## config.mk

```make
export PLATFORM = sky130hd
export DESIGN_NAME = vga_display_controller
export DESIGN_NICKNAME = d
export VERILOG_FILES = /design/src/rtl/vga_display_controller_pkg.sv /design/src/rtl/vga_display_controller_scan_counter.sv /design/src/rtl/vga_display_controller.sv
export SDC_FILE = /design/constraint.sdc
export NUM_CORES = 1
export LEC_CHECK = 0
export ABC_AREA = 1
export BUFFER_PORTS_ARGS = -buffer_cell sky130_fd_sc_hd__buf_4
export CORE_MARGIN = 1
export CORE_UTILIZATION = 40
export CTS_BUF_LIST = sky130_fd_sc_hd__clkbuf_16
export DETAILED_ROUTE_END_ITERATION = 12
export RECOVER_POWER = 100
export SETUP_SLACK_MARGIN = 0.02
export SYNTH_ARGS = -nofsm -noshare
export SYNTH_HDL_FRONTEND = slang
export SYNTH_HIERARCHICAL = 1
export SYNTH_SLANG_ARGS = --single-unit
```

## constraint.sdc

```tcl
create_clock -name clk -period 2.45 [get_ports clk]
set_input_delay 0.3675 -clock clk [delete_from_list [all_inputs] [get_ports clk]]
set_output_delay 0.3675 -clock clk [all_outputs]
set_load 0.02 [all_outputs]
```

## src/rtl/vga_display_controller_pkg.sv

```systemverilog
// Shared VGA 640x480@60 timing constants and sync polarity.
// The render pipeline imports this package too.
package vga_display_controller_pkg;

  localparam int VGA_H_VISIBLE = 640;
  localparam int VGA_H_FRONT   = 16;
  localparam int VGA_H_SYNC    = 96;
  localparam int VGA_H_BACK    = 48;
  localparam int VGA_H_TOTAL   = VGA_H_VISIBLE + VGA_H_FRONT + VGA_H_SYNC + VGA_H_BACK;

  localparam int VGA_V_VISIBLE = 480;
  localparam int VGA_V_FRONT   = 10;
  localparam int VGA_V_SYNC    = 2;
  localparam int VGA_V_BACK    = 33;
  localparam int VGA_V_TOTAL   = VGA_V_VISIBLE + VGA_V_FRONT + VGA_V_SYNC + VGA_V_BACK;

  localparam logic SYNC_ACTIVE = 1'b0;

endpackage

```

## src/rtl/vga_display_controller_scan_counter.sv

```systemverilog
// Modulo-N scan counter with enable. Exposes its next-state value so decodes
// can be registered in step with the count.
module scan_counter #(
  parameter int WIDTH   = 10,
  parameter int MODULUS = 800
) (
  input  logic             clk,
  input  logic             rst,
  input  logic             en,
  output logic [WIDTH-1:0] count,
  output logic [WIDTH-1:0] count_next,
  output logic             wrap
);

  localparam logic [WIDTH-1:0] LAST = WIDTH'(MODULUS - 1);

  logic [WIDTH-1:0] count_q;
  logic [WIDTH-1:0] count_d;

  always_comb begin
    wrap    = en && (count_q == LAST);
    count_d = count_q;
    if (en) begin
      count_d = wrap ? '0 : count_q + 1'b1;
    end
  end

  always_ff @(posedge clk or posedge rst) begin
    if (rst) begin
      count_q <= '0;
    end else begin
      count_q <= count_d;
    end
  end

  assign count      = count_q;
  assign count_next = count_d;

endmodule

```

## src/rtl/vga_display_controller.sv

```systemverilog
// VGA timing generator: 50 MHz clk divided by 2 into a pixel tick, scan
// counters, and registered sync/blank decodes aligned with h_pos/v_pos.
module vga_display_controller
  import vga_display_controller_pkg::*;
#(
  parameter int HCOUNT_WIDTH = 10,
  parameter int VCOUNT_WIDTH = 10,
  parameter int H_VISIBLE    = vga_display_controller_pkg::VGA_H_VISIBLE,
  parameter int H_FRONT      = vga_display_controller_pkg::VGA_H_FRONT,
  parameter int H_SYNC       = vga_display_controller_pkg::VGA_H_SYNC,
  parameter int H_BACK       = vga_display_controller_pkg::VGA_H_BACK,
  parameter int V_VISIBLE    = vga_display_controller_pkg::VGA_V_VISIBLE,
  parameter int V_FRONT      = vga_display_controller_pkg::VGA_V_FRONT,
  parameter int V_SYNC       = vga_display_controller_pkg::VGA_V_SYNC,
  parameter int V_BACK       = vga_display_controller_pkg::VGA_V_BACK
) (
  input  logic                    clk,
  input  logic                    reset,
  output logic [HCOUNT_WIDTH-1:0] h_pos,
  output logic [VCOUNT_WIDTH-1:0] v_pos,
  output logic                    hsync,
  output logic                    vsync,
  output logic                    hblank,
  output logic                    vblank
);

  localparam int H_TOTAL = H_VISIBLE + H_FRONT + H_SYNC + H_BACK;
  localparam int V_TOTAL = V_VISIBLE + V_FRONT + V_SYNC + V_BACK;

  localparam logic [HCOUNT_WIDTH-1:0] H_BLANK_START = HCOUNT_WIDTH'(H_VISIBLE);
  localparam logic [HCOUNT_WIDTH-1:0] H_SYNC_START  = HCOUNT_WIDTH'(H_VISIBLE + H_FRONT);
  localparam logic [HCOUNT_WIDTH-1:0] H_SYNC_END    = HCOUNT_WIDTH'(H_VISIBLE + H_FRONT + H_SYNC - 1);
  localparam logic [VCOUNT_WIDTH-1:0] V_BLANK_START = VCOUNT_WIDTH'(V_VISIBLE);
  localparam logic [VCOUNT_WIDTH-1:0] V_SYNC_START  = VCOUNT_WIDTH'(V_VISIBLE + V_FRONT);
  localparam logic [VCOUNT_WIDTH-1:0] V_SYNC_END    = VCOUNT_WIDTH'(V_VISIBLE + V_FRONT + V_SYNC - 1);

  logic                    toggle_q, toggle_d;
  logic                    pix_tick;
  logic                    h_wrap;
  logic                    v_en;
  logic                    v_wrap_unused;
  logic [HCOUNT_WIDTH-1:0] h_next;
  logic [VCOUNT_WIDTH-1:0] v_next;
  logic                    hsync_q, hsync_d;
  logic                    vsync_q, vsync_d;
  logic                    hblank_q, hblank_d;
  logic                    vblank_q, vblank_d;

  // Counters advance on edges where the toggle was already 1.
  assign pix_tick = toggle_q;
  assign v_en     = pix_tick & h_wrap;

  scan_counter #(
    .WIDTH   (HCOUNT_WIDTH),
    .MODULUS (H_TOTAL)
  ) u_h_counter (
    .clk        (clk),
    .rst        (reset),
    .en         (pix_tick),
    .count      (h_pos),
    .count_next (h_next),
    .wrap       (h_wrap)
  );

  scan_counter #(
    .WIDTH   (VCOUNT_WIDTH),
    .MODULUS (V_TOTAL)
  ) u_v_counter (
    .clk        (clk),
    .rst        (reset),
    .en         (v_en),
    .count      (v_pos),
    .count_next (v_next),
    .wrap       (v_wrap_unused)
  );

  // Decode the next counter values so the registered flags line up with h_pos/v_pos.
  always_comb begin
    toggle_d = ~toggle_q;
    hsync_d  = ((h_next >= H_SYNC_START) && (h_next <= H_SYNC_END)) ? SYNC_ACTIVE : ~SYNC_ACTIVE;
    vsync_d  = ((v_next >= V_SYNC_START) && (v_next <= V_SYNC_END)) ? SYNC_ACTIVE : ~SYNC_ACTIVE;
    hblank_d = (h_next >= H_BLANK_START);
    vblank_d = (v_next >= V_BLANK_START);
  end

  always_ff @(posedge clk or posedge reset) begin
    if (reset) begin
      toggle_q <= 1'b0;
      hsync_q  <= ~SYNC_ACTIVE;
      vsync_q  <= ~SYNC_ACTIVE;
      hblank_q <= 1'b0;
      vblank_q <= 1'b0;
    end else begin
      toggle_q <= toggle_d;
      hsync_q  <= hsync_d;
      vsync_q  <= vsync_d;
      hblank_q <= hblank_d;
      vblank_q <= vblank_d;
    end
  end

  assign hsync  = hsync_q;
  assign vsync  = vsync_q;
  assign hblank = hblank_q;
  assign vblank = vblank_q;

endmodule

```

==> impl_results.md <==
* Setup slack at placement at 0.231 ns
* Clk slew on worst S/H paths at 0.06 ns
* Cell Rows at 21
* Delay-heaviest family, CP: simple AND/OR/NAND/NOR gates
* Initial antenna violation count at 0
* CP Cell Sequence: ha_1 -> nand3_2 -> nor2_4 -> nand2_4 -> inv_1 -> nand2_1 -> inv_1 -> nand3_1 -> nor2_4 -> nand2_1 -> nand2_1 -> inv_1 -> nor2_1 -> nand2_1 -> nor2_1 -> nand3_1
* Placed cell area at 0.00166 sq mm
* Most common cell on crit path: nand2_1
* Initial core utilization at a little over two fifths
* Startpoint Class: flip-flop
* Router iterations before antenna repair at 5
* Layout Nets at 233
* I/O Pins at 26
* CTS Sinks at 25
* Syn nets at 203
* CP Data Arrival Time at roughly 2.3 ns
* Most frequent cells in the layout: nand2_1 (63), inv_1 (42), nor2_1 (29), clkbuf_1 (24), dfrtp_1 (21)
* RSZ-0062 raised after global routing: no
* Share of layout cells above drive strength 1 at 7.49%
* Asr flop ratio synth at between 90% and 100%
* PortBufs at 25
* Drc violations at 0
* DR vias at 1215
* Global-route usage over all layers at 17.2%
* Period minus WS final at roughly 2.2 ns
* Max Root-Sink Buffers at 2
* Final non-filler cell area at ~0.0017 sq mm
* Top FF cell, synth: dfrtp_1
* Register area share after synthesis at about 45%
* Status: finished, final reports clean
* Synth Area in Adders at roughly 2.7%
* Fin. max-slew vios at 0
* Register bit count reported by yosys at 25
* Peak supply drop at 0.370 mV
* # setup viols final at 0
* Setup TNS at 0 ns
* Slew HR at 74.7%
* Yosys warns at 6
* Slowest-stage cell, CP: dfrtp_2
* CP required at between 2 and 3 ns
* Synth Area in Compound Gates at 2.84%
* Min-Delay Path Class: input port to async pin
* DR vias/cell at 4.45
* Worst-path fanout max at 8
* Post-layout util at between 40 and 50%
* Final wirelength at 2760 um
* Routability cong. at 0.793
* Die area at 0.00377 sq mm
* Max-cap violation count at 0
* Tot Pwr at ~770 uW
* Syn Std Cell Area at 0.00141 sq mm
* Diodes inserted at 0
* Worst Path Buf+Inv at 3
* Max stage delay on crit path at 0.41 ns
* Vias in the first global route at around 1200
* Placed cells at 269
* Simple-Gate Fraction of Synth Area at between 30% and 40%
* Worst hold margin at 0.0171 ns
* Die H at 61.4 um
* PnR worst setup slack at 0.277 ns
* Leak pwr at around 0.93 nW
* Mean Syn Cell Area at approximately 7 sq um
* Achievable Freq at approximately 460 MHz
* Clock latency on the worst-skew pair at 0.25 ns
* Number of synthesized flops with an enable pin at 0
* DR WL/cell at slightly above 10 um
* Final Non-Filler Cells at 273
* Endpoints failing hold at 0
* XOR/XNOR Fraction of Synth Area at between 1.5 and 2%
* Core ar. at 0.00336 sq mm
* CTS root buf: clkbuf_16
* Yosys cell types at 20
* Critical path capture point type: flip-flop
* Clk_skew at about 0.0058 ns
* Hpwl dp at 2220 um
* GRT overflow at 0
* Cell Pwr Density at roughly 470 mW/mm^2
* Area delta synth->final at 17.1%
* Fillers at 401
* Largest net degree at the start of global routing at 14
* CTS Buf Count at 3
* Largest family of logic cells by synthesized area: simple AND/OR/NAND/NOR gates
* ANT nets after route at 0
* Number of DRC markers in iteration 0 at 49
* Die Width at a little over 60 um
* Worst-Margin Slew at 0.380 ns
* Synthesized netlist cell count at 198
* CP Class: flip-flop to flip-flop
* H-tree levels at 1
* First-pass GRT wire length at 4870 um
* Commonest non-fill, non-tap cell in the layout: nand2_1
* Final period util at 88.7%
* # hold bufs at CTS at 0
* Multiplexer share of the synthesized area at 0%
* CTS tree: built
## sequential cells by signal (all words and copies together), names as in the netlist
name / flops
hblank: 1
hsync: 1
pix_tick: 1
u_h_counter/count: 10
u_v_counter/count: 10
vblank: 1
vsync: 1
## power by group
group / switching [mW] / leakage [nW] / total, mW / internal [mW]
Sequential: 0 / 0.325 / 0.413 / 0.413
Clock: 0.129 / 0.0423 / 0.347 / 0.218
Combinational: 0.00832 / 0.559 / 0.00902 / 0.000700
## cell usage after synthesis, types with 2 or more instances
library cell	count	area share (%)
a21oi_1	2	0.71
dfrtp_1	23	41
dfstp_2	2	3.7
ha_1	3	2.7
inv_1	41	11
nand2_1	63	17
nand3_1	14	5.0
nand3_2	2	1.4
nand4_1	3	1.3
nor2_1	28	7.5
nor2_2	2	0.89
nor2_4	3	2.4
o21ai_1	2	0.71
o21bai_1	2	1.1
xor2_1	3	1.9
## final cells by class
cell class              instances  area (sq um)  share of cell area [%]
inverters                      41           154                    9.32
flip-flops and latches         25           631                    38.2
clock buffers                   3          75.1                    4.55
repair buffers                 26           105                    6.36
clock inverters                 1          3.75                   0.227
well taps                      46          57.6                    3.48
multi-input cells             131           626                    37.9
## path summary, 6_finish.rpt
check,cells past startpoint,end,slack [ns],start
setup / recovery,16,vsync,0.28,u_h_counter/count[0]
hold / removal,2,hblank,0.02,reset
setup reg to reg,16,vsync,0.28,u_h_counter/count[0]
hold reg to reg,2,u_h_counter/count[0],0.57,u_h_counter/count[0]
max in group asynchronous,2,u_h_counter/count[0],2.06,reset
min in group clk,2,u_h_counter/count[0],0.57,u_h_counter/count[0]
## cells by family (layout without fill, tap and decap cells)
| logic type | count (synthesis) | in the layout |
|---|---|---|
| AOI/OAI and AO/OA | 7 | 7 |
| adders and majority gates | 3 | 3 |
| buffers and inverters | 42 | 71 |
| DFF | 25 | 25 |
| xor gates and xnor gates | 3 | 3 |
| and+or+nand+nor | 118 | 118 |
## metal layers
layer	up-vias	routed length (um)	share of wire (%)	track usage [%]
met2	23	1290	47	29.8
li1	653	-	-	-
met5	-	0	0	0
met3	2	101	3.7	3.15
met4	0	4	0.15	1.90
met1	537	1370	50	23.2
## timing repair
| action | in CTS | in global routing |
|---|---|---|
| resized for setup | 0 | 3 |
| endpoints found under the setup margin | 0 | 2 |
| setup buffers | 0 | 0 |
| endpoints found under the hold margin | 0 | 0 |
Note: power is estimated with default switching activity, not from simulation.
